===== config.mk =====
export PLATFORM = sky130hd
export DESIGN_NAME = spike_rate_decoder
export DESIGN_NICKNAME = d
export VERILOG_FILES = /design/src/rtl/spike_rate_decoder.sv
export SDC_FILE = /design/constraint.sdc
export NUM_CORES = 1
export LEC_CHECK = 0
export ABC_AREA = 1
export BUFFER_PORTS_ARGS = -buffer_cell sky130_fd_sc_hd__buf_2
export CAP_MARGIN = 20
export CORE_UTILIZATION = 40
export CTS_BUF_LIST = sky130_fd_sc_hd__clkbuf_4 sky130_fd_sc_hd__clkbuf_8
export DETAILED_ROUTE_END_ITERATION = 8
export SLEW_MARGIN = 20
export SYNTH_ARGS = -nofsm -noshare
export SYNTH_HDL_FRONTEND = slang
export SYNTH_SLANG_ARGS = --single-unit

===== constraint.sdc =====
create_clock -name clk -period 4.7 [get_ports clk]
set_input_delay 0.47 -clock clk [delete_from_list [all_inputs] [get_ports clk]]
set_output_delay 0.47 -clock clk [all_outputs]
set_load 0.02 [all_outputs]

===== src/rtl/spike_rate_decoder.sv =====
// -----------------------------------------------------------------------------
// spike_rate_decoder
//   Rate decoder for the tinysnn neuron path. Counts rising edges of spike_in
//   over a window of 2**WINDOW_LOG2 enabled cycles and publishes the count on
//   rate_out together with a one-cycle rate_valid strobe.
//
//   Optional feature: define SPIKE_RATE_SMOOTH_EN to publish the average of the
//   current and previous completed window counts instead of the raw count.
//
// Ports
//   clk         in   1      clock, rising edge
//   rst_n       in   1      asynchronous active-low reset
//   ena         in   1      decoder enable; low aborts the current window
//   clear       in   1      synchronous window restart (priority over ena)
//   spike_in    in   1      spike train (pulse or level)
//   rate_out    out  CNT_W  count (or smoothed count) of last completed window
//   rate_valid  out  1      one-cycle strobe: rate_out updated this cycle
//   sat         out  1      last completed window saturated
//   busy        out  1      window in progress
// -----------------------------------------------------------------------------
module spike_rate_decoder #(
    parameter int unsigned WINDOW_LOG2 = 8,
    parameter int unsigned CNT_W       = 8
) (
    input  logic             clk,
    input  logic             rst_n,
    input  logic             ena,
    input  logic             clear,
    input  logic             spike_in,
    output logic [CNT_W-1:0] rate_out,
    output logic             rate_valid,
    output logic             sat,
    output logic             busy
);

    localparam int unsigned IDX_W = WINDOW_LOG2;
    localparam logic [IDX_W-1:0] IDX_LAST = {IDX_W{1'b1}};
    localparam logic [CNT_W-1:0] CNT_MAX  = {CNT_W{1'b1}};

    typedef enum logic {
        ST_IDLE = 1'b0,
        ST_RUN  = 1'b1
    } state_e;

    state_e             state_q, state_d;
    logic [IDX_W-1:0]   idx_q, idx_d;
    logic [CNT_W-1:0]   cnt_q, cnt_d;
    logic               wsat_q, wsat_d;
    logic               spk_q, spk_d;
    logic [CNT_W-1:0]   rate_q, rate_d;
    logic               valid_q, valid_d;
    logic               sat_q, sat_d;
    logic               busy_q, busy_d;

    // Working values for the current enabled cycle
    logic               spk_edge_c;
    logic [IDX_W-1:0]   idx_cur_c;
    logic [CNT_W-1:0]   cnt_nxt_c;
    logic               wsat_nxt_c;

`ifdef SPIKE_RATE_SMOOTH_EN
    logic [CNT_W-1:0]   prev_q, prev_d;
    logic [CNT_W:0]     sum_c;
`endif

    // Next-state and output computation
    always_comb begin
        state_d    = state_q;
        idx_d      = idx_q;
        cnt_d      = cnt_q;
        wsat_d     = wsat_q;
        rate_d     = rate_q;
        sat_d      = sat_q;
        valid_d    = 1'b0;
        busy_d     = 1'b0;
        spk_d      = spike_in;
`ifdef SPIKE_RATE_SMOOTH_EN
        prev_d     = prev_q;
        sum_c      = '0;
`endif

        spk_edge_c = spike_in & ~spk_q;
        // Index is held at zero while idle, so the first enabled cycle is index 0
        idx_cur_c  = (state_q == ST_RUN) ? idx_q : '0;

        // Saturating edge count; sat marks an edge lost at the ceiling
        cnt_nxt_c  = cnt_q;
        wsat_nxt_c = wsat_q;
        if (spk_edge_c) begin
            if (cnt_q == CNT_MAX) begin
                wsat_nxt_c = 1'b1;
            end else begin
                cnt_nxt_c = cnt_q + CNT_W'(1);
            end
        end

        if (clear || !ena) begin
            // Abort the window; published result is held
            state_d = ST_IDLE;
            idx_d   = '0;
            cnt_d   = '0;
            wsat_d  = 1'b0;
        end else begin
            state_d = ST_RUN;
            busy_d  = 1'b1;
            if (idx_cur_c == IDX_LAST) begin
                // Window close: publish and restart with no gap
`ifdef SPIKE_RATE_SMOOTH_EN
                sum_c  = {1'b0, cnt_nxt_c} + {1'b0, prev_q};
                rate_d = CNT_W'(sum_c >> 1);
                prev_d = cnt_nxt_c;
`else
                rate_d = cnt_nxt_c;
`endif
                sat_d   = wsat_nxt_c;
                valid_d = 1'b1;
                idx_d   = '0;
                cnt_d   = '0;
                wsat_d  = 1'b0;
            end else begin
                idx_d  = idx_cur_c + IDX_W'(1);
                cnt_d  = cnt_nxt_c;
                wsat_d = wsat_nxt_c;
            end
        end
    end

    // State and output registers
    always_ff @(posedge clk or negedge rst_n) begin
        if (!rst_n) begin
            state_q <= ST_IDLE;
            idx_q   <= '0;
            cnt_q   <= '0;
            wsat_q  <= 1'b0;
            spk_q   <= 1'b0;
            rate_q  <= '0;
            valid_q <= 1'b0;
            sat_q   <= 1'b0;
            busy_q  <= 1'b0;
        end else begin
            state_q <= state_d;
            idx_q   <= idx_d;
            cnt_q   <= cnt_d;
            wsat_q  <= wsat_d;
            spk_q   <= spk_d;
            rate_q  <= rate_d;
            valid_q <= valid_d;
            sat_q   <= sat_d;
            busy_q  <= busy_d;
        end
    end

`ifdef SPIKE_RATE_SMOOTH_EN
    // Previous window count survives clear and ena drops
    always_ff @(posedge clk or negedge rst_n) begin
        if (!rst_n) begin
            prev_q <= '0;
        end else begin
            prev_q <= prev_d;
        end
    end
`endif

    assign rate_out   = rate_q;
    assign rate_valid = valid_q;
    assign sat        = sat_q;
    assign busy       = busy_q;

endmodule


Yosys cells after proc, flatten, opt, wreduce, memory -nomap -nowiden
Cells that the tools add are included.
{"block": "totals", "elab_cells": 32, "in_bits": 5, "register_bits": 29}
{"block": "op_classes", "add_sub_neg": 2, "eq_ne": 2, "mux": 14, "reduce_logical": 3, "bitwise": 3}
{"cell": "$mux W8", "count": 7}
{"cell": "$add A8 B1 Y8 const B", "count": 2}
{"cell": "$eq A8 B8 Y1 const B", "count": 2}
{"cell": "$mux W1", "count": 7}
{"cell": "$not A1 Y1", "count": 2}
{"cell": "$reduce_and A2 Y1", "count": 1}
{"cell": "$and A1 B1 Y1", "count": 1}
{"cell": "$logic_not A1 Y1", "count": 1}
{"cell": "$logic_or A1 B1 Y1", "count": 1}

Logic depth before layout (Yosys ltp)
Gate-level depths: netlist of run 1.
{"block": "logic_depth", "word_depth": 5, "depth_mapped": 12, "ltp_nobuf": 10}

Least setup slack after synthesis of run 1
No wires, ideal clock.
{"block": "synth_path", "kind": "reg-to-reg", "start": "register, netlist name busy", "end": "register rate_q[3] (netlist: rate_out[3])", "t_required_ns": 4.582, "path_stages_with_launch": 13, "arrival_ns": 1.659, "synth_period_minus_slack_ns": 1.777, "path_slack_ns": 2.923, "cell_sequence": "dfrtp_1 buf_4 nand2_1 inv_2 ha_1 inv_1 nor2_4 nand2_4 nor2_8 inv_2 buf_6 nand2_1 o21ai_2"}
{"element": "end signal, assigned", "line_no": "146", "text": "rate_q <= rate_d;"}
{"element": "end, declared", "line_no": "50", "text": "logic [CNT_W-1:0] rate_q, rate_d;"}

==> flow_summary_export.csv, run 1 <==
group,metric,value,unit
grt,grtUsageMet2,0.269,
place,gp_congestion,0.838,
die,rows,21,
timing,finalSetupTns,0,ns
logic_synthesis,ys_top_cells_by_count,"nand2_1, dfrtp_1, nor2_1, inv_1, nand3_1",
grt,grt_pass1_vias,1123,
logic_synthesis,synthArstFlopShare,1.00,
place,dp_hpwl,2.00,mm
clocking,clkSinkCount,29,
grt,grt_use_total,0.166,
timing,slew_headroom,0.563,
finish,n_antenna_cell,0,
logic_synthesis,ys_seq_area_frac,0.497,
finish,fin_nets,212,
clocking,post_cts_buffers,0,
worst_setup_path,worst-path-buf-inv,3,
routing,via_count,1185,
worst_setup_path,cp_top_family,"flip-flops",
power_and_ir_drop,p_total,0.457,mW
status,status,"completed",
die,initial_core_util,0.427,
worst_setup_path,startpoint_type,"flop",
die,fp.dieArea,3890,µm²
timing,timing.fmax,553,MHz
routing,drt_wl_total,2.77,mm
finish,area_growth,12.1,%
finish,multi_input_area,617,µm²
worst_setup_path,cp_slowest_stage_delay,0.59,ns
clocking,cts_made_buffers,5,
timing,maxSlewViolCount,0,
clocking,cts.repair.resized,0,
grt,grt_max_degree,30,
routing,post_drt_wl_per_cell,11.0,µm
run,cap_violations,0,
grt,grt_overflow,0,
clocking,insertion_delay,0.33,ns
logic_synthesis,post-synth-top-area-cell,"dfrtp_1",
logic_synthesis,syn_nets,193,
routing,via_per_inst,4.70,
logic_synthesis,ys_types,21,
logic_synthesis,ys_warn_count,0,
routing,ant_nets,0,
place,io_buffers,15,
timing,finalClockSkew,0.00957,ns
grt,grt_use_met3,0.0639,
clocking,cts_hold_buf,0,
grt,grt_busiest_layer,"met2",
logic_synthesis,netlist_instances,186,
die,die_h,62.4,µm
clocking,clockBufferDepth,2,
logic_synthesis,synth.most_common_cell,"nand2_1",
die,die_w,62.4,µm
logic_synthesis,synth.area.top_cells,"dfrtp_1, nand2_1, nor2_1",
timing,period_share,0.385,
routing,drt_iter0_drc,63,
logic_synthesis,syn_area_per_cell,7.84,µm²
logic_synthesis,synth_area,1460,µm²
min_path,hold_class,"input pin to async pin",
die,boundaryPins,16,
logic_synthesis,yosys.area.top_type_share,0.497,
worst_setup_path,crit_fanout,14,
finish,drive_gt1_frac,0.175,
worst_setup_path,crit_slowest_cell,"dfrtp_1",
routing,drc_errors,0,
grt,grt_pass1_wl,4.91,mm
finish,fillCellCount,351,
worst_setup_path,path_cells,"nand2_1, inv_2, ha_1, inv_1, nor2_4, nand2_4, nor2_8, inv_2, nand2_1, o21ai_2",
worst_setup_path,cp_data_required_time,4.93,ns
grt,use_met1,0.194,
clocking,cts.htree.levels,2,
power_and_ir_drop,total_leakage_power,0.852,nW
timing,worst-slew-pin-transition,0.655,ns
logic_synthesis,dominantRegCellSynth,"dfrtp_1",
die,core_area,3420,µm²
clocking,clk_pin_slew,0.09,ns
timing,finalCriticalPeriod,1.81,ns
finish,ff_latch_area,726,µm²
clocking,cts-root-buf,"clkbuf_4",
power_and_ir_drop,pwr_density_cell,279,nW/µm²
worst_setup_path,crit_type,"flop to flop",
timing,holdWs,0.156,ns
logic_synthesis,synth_edf_count,0,
grt,antenna_found_initial,0,
clocking,cts_tree,"built",
timing,hold_violations,0,
logic_synthesis,synth_seq_cells,29,
timing,finalSetupViolCount,0,
routing,drt_pass1_iterations,4,
timing,rsz0062_at_grt,"no",
power_and_ir_drop,peakVddDrop,0.175,mV
worst_setup_path,worstPathArrival,2.04,ns
worst_setup_path,endpoint_kind,"flop",
cell type report:
type / count / share of cell area
clock inverters: 1 / 0.00306
clock buffers: 7 / 0.0398
well taps: 46 / 0.0352
multi-input cells: 130 / 0.377
repair buffers: 15 / 0.0459
inverters: 24 / 0.0551
flip-flops and latches: 29 / 0.444
per-layer routing:
metal	up-vias	share of wire	routed length, µm
met5	-	0	0
met4	0	0.018	49
met3	6	0.046	126
met2	23	0.47	1310
met1	545	0.46	1280
li1	611	-	-
worst paths after layout:
| kind | startpoint | end | slack [ns] | cells after the start |
|---|---|---|---|---|
| setup / recovery | busy | rate_out[3] | 2.89 | 10 |
| hold / removal | rst_n | rate_out[0] | 0.16 | 1 |
| setup reg to reg | busy | rate_out[3] | 2.89 | 10 |
| hold reg to reg | rate_out[4] | rate_out[4] | 0.48 | 2 |
| max in group asynchronous | rst_n | idx_q[4] | 4.11 | 1 |
| min in group clk | spike_in | spk_q | 0.27 | 1 |
placed cells by master (no fill, tap or decap), types with 3 or more instances in the layout:
cell type | Yosys | final
inv_2 | 3 | 3
nor2_1 | 25 | 25
nand4_1 | 4 | 4
clkbuf_4 | 0 | 5
nor2_2 | 5 | 5
buf_2 | 0 | 15
o21ai_1 | 6 | 6
nand2_1 | 63 | 63
nand3_1 | 14 | 14
xor2_1 | 3 | 3
dfrtp_1 | 29 | 29
inv_1 | 21 | 21
kinds of logic after synthesis:
logic type | Yosys count | synth area share
adder cells (fa/ha/maj) | 2 | 0.0171
AO/OA/AOI/OAI | 7 | 0.0266
XOR/XNOR | 4 | 0.0240
AND/OR/NAND/NOR | 117 | 0.355
buffers and inverters | 27 | 0.0798
flip-flops | 29 | 0.497
report_power, final:
part           switching [mW]  internal (mW)  total (mW)
Sequential            0.00390          0.254       0.258
Combinational          0.0185        0.00699      0.0255
Clock                  0.0871         0.0865       0.174
Total                   0.109          0.347       0.457
registers in the layout, indices dropped and copies added, names as in the netlist:
signal      count
cnt_q           8
idx_q           8
rate_out        8
busy            1
rate_valid      1
sat             1
spk_q           1
wsat_q          1
metrics by stage:
step / worst slack (ns) / utilization / std cells / cell area (µm²)
2_1_floorplan: 2.92 / - / 186 / 1460
3_3_place_gp: 2.93 / 0.458 / 244 / 1570
3_5_place_dp: 2.89 / 0.458 / 244 / 1570
4_1_cts: 2.88 / 0.479 / 252 / 1640
5_1_grt: 2.69 / 0.479 / 252 / 1640
6_report: 2.89 / 0.479 / 252 / 1640
(Power assumes the default switching activity.)
==> inputs of run 2 (changes only) <==
Settings changed: ABC_AREA 1 to 0.
Clock period 4.7 ns to 1.57 ns, I/O delays scaled along.
==> flow_summary_export.csv, run 2 <==
group,metric,value,unit
grt,grt_max_degree,30,
power_and_ir_drop,peakVddDrop,0.490,mV
place,io_buffers,15,
grt,grt_overflow,0,
die,die_h,59.7,µm
timing,finalClockSkew,0.0151,ns
timing,finalSetupViolCount,0,
finish,n_antenna_cell,0,
min_path,whs_path_depth,3,
min_path,hold_class,"input pin to flop",
clocking,cts-root-buf,"clkbuf_4",
logic_synthesis,ys_types,36,
clocking,clk_pin_slew,0.09,ns
timing,worst-slew-pin-transition,0.644,ns
logic_synthesis,post-synth-top-area-cell,"dfrtp_1",
logic_synthesis,synth_area,1330,µm²
timing,holdWs,0.172,ns
grt,antenna_found_initial,0,
worst_setup_path,cp_data_required_time,1.77,ns
clocking,cts_tree,"built",
power_and_ir_drop,power.internal,0.961,mW
finish,final_cell_mix,"dfrtp_1, nand2_1, buf_2, nor2_1, buf_4",
power_and_ir_drop,p_sw,0.303,mW
finish,layout_commonest_cell,"dfrtp_1",
min_path,min_from,"clear",
die,die_w,59.7,µm
power_and_ir_drop,p_seq_frac,0.598,
worst_setup_path,worstRegToRegCells,7,
grt,grt_pass1_vias,937,
clocking,clkSinkCount,29,
routing,drt_iter0_drc,24,
die,rows,20,
timing,timing.fmax,684,MHz
die,core_area,3100,µm²
worst_setup_path,worstPathArrival,1.67,ns
timing,rsz0062_at_grt,"yes",
timing,period_share,0.932,
worst_setup_path,r2r_end,"rate_out[3]",
grt,grt_use_total,0.163,
logic_synthesis,synth.area.top_cells,"dfrtp_1, nand2_1, nor2_1",
die,boundaryPins,16,
power_and_ir_drop,p_clk_frac,0.353,
power_and_ir_drop,p_sw_frac,0.239,
min_path,whs_endpoint,"busy",
routing,via_count,999,
routing,post_drt_wl_per_cell,13.0,µm
logic_synthesis,synth_edf_count,0,
worst_setup_path,r2r-start,"busy",
logic_synthesis,yosys.area.top_type_share,0.544,
clocking,cts.htree.levels,2,
power_and_ir_drop,total_leakage_power,0.797,nW
logic_synthesis,synth_seq_cells,29,
logic_synthesis,ys_warn_count,0,
run,cap_violations,0,
finish,utilization,0.520,
clocking,insertion_delay,0.33,ns
worst_setup_path,regToRegSetupSlack,0.11,ns
logic_synthesis,synth.most_common_cell,"dfrtp_1",
timing,slew_headroom,0.570,
timing,maxSlewViolCount,0,
logic_synthesis,synthArstFlopShare,1.00,
routing,ant_nets,0,
status,status,"completed",
place,gp_congestion,0.819,
timing,finalCriticalPeriod,1.46,ns
power_and_ir_drop,power_frac_comb,0.049,
worst_setup_path,endpoint_kind,"flop",
timing,hold_violations,0,
place,dp_hpwl,1.82,mm
worst_setup_path,startpoint_type,"flop",
logic_synthesis,syn_area_per_cell,10.8,µm²
routing,drc_errors,0,
power_and_ir_drop,pwr_density_cell,783,nW/µm²
routing,drt_pass1_iterations,4,
finish,drive_gt1_frac,0.318,
logic_synthesis,ys_top_cells_by_count,"dfrtp_1, nand2_1, nor2_1, nand3_1, o21ai_1",
clocking,clockBufferDepth,2,
logic_synthesis,dominantRegCellSynth,"dfrtp_1",
clocking,cts_made_buffers,5,
finish,fin_nets,160,
logic_synthesis,netlist_instances,124,
routing,via_per_inst,5.05,
grt,grt_pass1_wl,4.12,mm
worst_setup_path,crit_type,"flop to flop",
logic_synthesis,syn_nets,131,
routing,drt_wl_total,2.57,mm
die,fp.dieArea,3570,µm²
die,initial_core_util,0.430,
finish,area_growth,21.0,%
worst_setup_path,crit_fanout,9,
logic_synthesis,ys_seq_area_frac,0.544,
-- run 2: cell types whose count changed after synthesis, moves of 5 or more --
cell	change
nand3_1	-7
nor2_1	-12
nand2_1	-48
inv_1	-20
nor2_2	-5
-- run 2: cell type report --
class	instances	area, µm²
Clock buffer	6	45.0
Tap cell	44	55.1
Clock inverter	2	10.0
Fill cell	306	1490
Sequential cell	29	727
Inverter	1	3.75
Timing Repair Buffer	25	155
Multi-Input combinational cell	91	618
-- run 2: power by group through the flow --
stage                     clock [mW]  sequential [mW]  combinational (mW)
after global placement             0            0.770              0.0549
after CTS                      0.463            0.756              0.0611
after global routing           0.495            0.756              0.0704
after detailed placement           0            0.770              0.0562
after floorplan                    0            0.772              0.0265
final                          0.446            0.755              0.0625
-- run 2: how the worst max path moves through the flow --
stage / end / startpoint / slack [ns] / depth (start not counted)
CTS: rate_out[3] / busy / 0.04 / 7
global placement: idx_q[2] / busy / 0.02 / 6
global route: rate_out[1] / cnt_q[1] / -0.02 / 5
floorplan: rate_out[5] / busy / -0.15 / 7
detailed placement: cnt_q[2] / busy / -0.05 / 6
finish: rate_out[3] / busy / 0.11 / 7
-- run 2: timing repair --
| item | CTS | global route |
|---|---|---|
| resized for setup | 2 | 5 |
| endpoints found under the hold margin | 30 | 0 |
| buffers inserted | 0 | 1 |
| hold buffers | 2 | 0 |
| setup endpoints to repair | 17 | 21 |
| pin swaps | 0 | 4 |
| gates cloned | 0 | 1 |
-- run 2: cells by family (layout without fill, tap and decap cells) --
kind of cell	count (synthesis)	count (layout)	share of synthesized area
muxes	4	4	0.0338
AOI/OAI and AO/OA	18	18	0.0779
buffers and inverters	5	34	0.0263
and+or+nand+nor	59	60	0.253
adders and majority gates	2	2	0.0188
DFF	29	29	0.544
xor gates and xnor gates	7	7	0.0460
-- run 2: layer usage --
| layer | wire (µm) | up-vias | share of wire | track usage |
|---|---|---|---|---|
| li1 | - | 491 | - | - |
| met1 | 1270 | 490 | 0.49 | 0.193 |
| met2 | 1190 | 14 | 0.46 | 0.257 |
| met3 | 80 | 4 | 0.031 | 0.0649 |
| met4 | 30 | 0 | 0.012 | 0.0764 |
| met5 | 0 | - | 0 | 0 |
-- run 2: critical path, cell delays in order (launching register included) --
cell and delay (ns):
dfrtp_2 0.38, and2_4 0.16, ha_4 0.13, and4_4 0.26, nand4_4 0.11, buf_4 0.19, nand2_1 0.06, o21ai_0 0.07
-- run 2: per-stage QoR --
stage	worst slack (ns)	area [µm²]	instances	TNS (ns)	total power, mW
after global routing	-0.0200	1610	198	-0.0200	1.32
after global placement	0.0228	1500	186	0	0.825
after CTS	0.0434	1580	196	0	1.28
final	0.107	1610	198	0	1.26
after floorplan	-0.147	1360	124	-0.746	0.799
after detailed placement	-0.0480	1500	186	-0.552	0.827
==> inputs of run 3 (changes only) <==
Settings changed: ABC_AREA 0 to 1.
==> flow_summary_export.csv, run 3 (synthesis results as in run 1) <==
group,metric,value,unit
worst_setup_path,worstPathArrival,1.69,ns
power_and_ir_drop,p_total,1.39,mW
clocking,clkSinkCount,29,
routing,via_count,1249,
routing,met3_length,106,µm
routing,drt_wl_total,3.00,mm
place,dp_slack,0.0405,ns
place,dp_hpwl,2.14,mm
routing,drt_iter0_drc,64,
clocking,clockBufferDepth,2,
finish,finish.cell_count_without_fillers,260,
grt,grt_max_degree,30,
power_and_ir_drop,power.internal,1.05,mW
routing,dr_wl_met2,1.54,mm
die,boundaryPins,16,
power_and_ir_drop,power_frac_comb,0.068,
die,rows,21,
timing,fin_ws,0.101,ns
power_and_ir_drop,peakVddDrop,0.368,mV
timing,slew_headroom,0.568,
routing,via_per_inst,4.80,
clocking,cts_tree,"built",
clocking,cts.htree.levels,2,
finish,postLayoutCellArea,1750,µm²
clocking,cts-root-buf,"clkbuf_4",
timing,finalSetupViolCount,0,
grt,antenna_found_initial,0,
routing,post_drt_wl_per_cell,11.5,µm
worst_setup_path,endpoint_kind,"flop",
timing,finalSetupTns,0,ns
grt,grt_pass1_vias,1219,
finish,fin_nets,220,
place,gp_congestion,0.841,
timing,timing.fmax,681,MHz
grt,grt_pass1_wl,5.32,mm
power_and_ir_drop,total_leakage_power,0.908,nW
die,die_h,62.4,µm
timing,finalClockSkew,0.00999,ns
status,status,"completed",
grt,grt_use_total,0.178,
place,io_buffers,15,
finish,drive_gt1_frac,0.229,
power_and_ir_drop,p_sw_frac,0.244,
die,initial_core_util,0.427,
clocking,cts_made_buffers,5,
timing,period_share,0.936,
worst_setup_path,startpoint_type,"flop",
routing,ant_nets,0,
finish,n_antenna_cell,0,
power_and_ir_drop,p_sw,0.340,mW
worst_setup_path,crit_type,"flop to flop",
die,fp.dieArea,3890,µm²
timing,maxSlewViolCount,0,
die,core_area,3420,µm²
grt,grt_overflow,0,
finish,layout_commonest_cell,"nand2_1",
routing,drt_pass1_iterations,5,
worst_setup_path,crit_fanout,9,
timing,hold_violations,0,
routing,dr.max_layer_used,"met4",
power_and_ir_drop,p_seq_frac,0.554,
finish,area_growth,19.8,%
timing,finalCriticalPeriod,1.47,ns
place,dp_cells,247,
place,dpl_cell_area,1620,µm²
routing,met1_length,1.28,mm
power_and_ir_drop,pwr_density_cell,797,nW/µm²
die,die_w,62.4,µm
min_path,hold_class,"input pin to flop",
power_and_ir_drop,p_clk_frac,0.378,
routing,drc_errors,0,
clocking,clk_pin_slew,0.09,ns
finish,final_cell_mix,"nand2_1, dfrtp_1, nor2_1, inv_1, buf_2",
clocking,insertion_delay,0.33,ns
worst_setup_path,cp_data_required_time,1.79,ns
run,cap_violations,0,
timing,worst-slew-pin-transition,0.648,ns
==> run 3: cell count changes in the layout (fill, tap and decap cells not counted), sizes merged, moves of 4 or more <==
cell,previous run,this run
nand3,7,14
a21oi,4,0
nand2,17,65
nor2,13,32
xnor2,5,1
inv,1,24
and3,5,0
==> run 3: what timing repair did <==
action | 4_1_cts | 5_1_grt
resized for setup | 0 | 5
hold buffers | 3 | 0
buffers inserted | 0 | 2
endpoints found under the setup margin | 0 | 18
hold endpoints to repair | 31 | 0
==> run 3: path summary, 6_finish.rpt <==
kind / slack (ns) / depth (start not counted) / endpoint / from
setup / recovery: 0.10 / 9 / cnt_q[5] / busy
hold / removal: 0.07 / 3 / busy / ena
setup reg to reg: 0.10 / 9 / cnt_q[5] / busy
hold reg to reg: 0.48 / 2 / rate_out[6] / rate_out[6]
max in group asynchronous: 0.73 / 2 / busy / rst_n
min in group asynchronous: 0.38 / 2 / spk_q / rst_n
==> run 3: cell type report <==
class	instances	area, µm²
Fill cell	328	1670
Sequential cell	29	727
Multi-Input combinational cell	130	646
Timing Repair Buffer	23	155
Inverter	24	92.6
Clock buffer	7	65.1
Tap cell	46	57.6
Clock inverter	1	5.00
==> run 3: worst max-delay path, stage by stage (launching register included) <==
cell and delay (ns):
dfrtp_2 0.45, nand2_2 0.06, inv_2 0.08, ha_4 0.15, nand2_1 0.07, nor2_1 0.15, nand2_1 0.11, nand2_2 0.11
buf_12 0.13, nor2_1 0.04
==> run 3: layer usage <==
metal  global-route usage  vias up
met5                    0        -
met4                0.102        0
met3               0.0511        8
met2                0.298       30
met1                0.203      590
li1                     -      621
==> run 3: stage by stage <==
step	util	hold slack (ns)
finish	0.512	0.0722
global route	0.512	0.0528
CTS	0.503	0.0403
detailed placement	0.474	0.225
global placement	0.474	0.207
floorplan	-	-0.139
==> run 3: power by group through the flow <==
| stage | Combinational, mW | Sequential, mW | Clock (mW) |
|---|---|---|---|
| 2_1_floorplan | 0.0379 | 0.795 | 0 |
| 3_3_place_gp | 0.0886 | 0.785 | 0 |
| 3_5_place_dp | 0.0905 | 0.786 | 0 |
| 4_1_cts | 0.0965 | 0.771 | 0.556 |
| 5_1_grt | 0.107 | 0.773 | 0.586 |
| 6_report | 0.0948 | 0.771 | 0.526 |
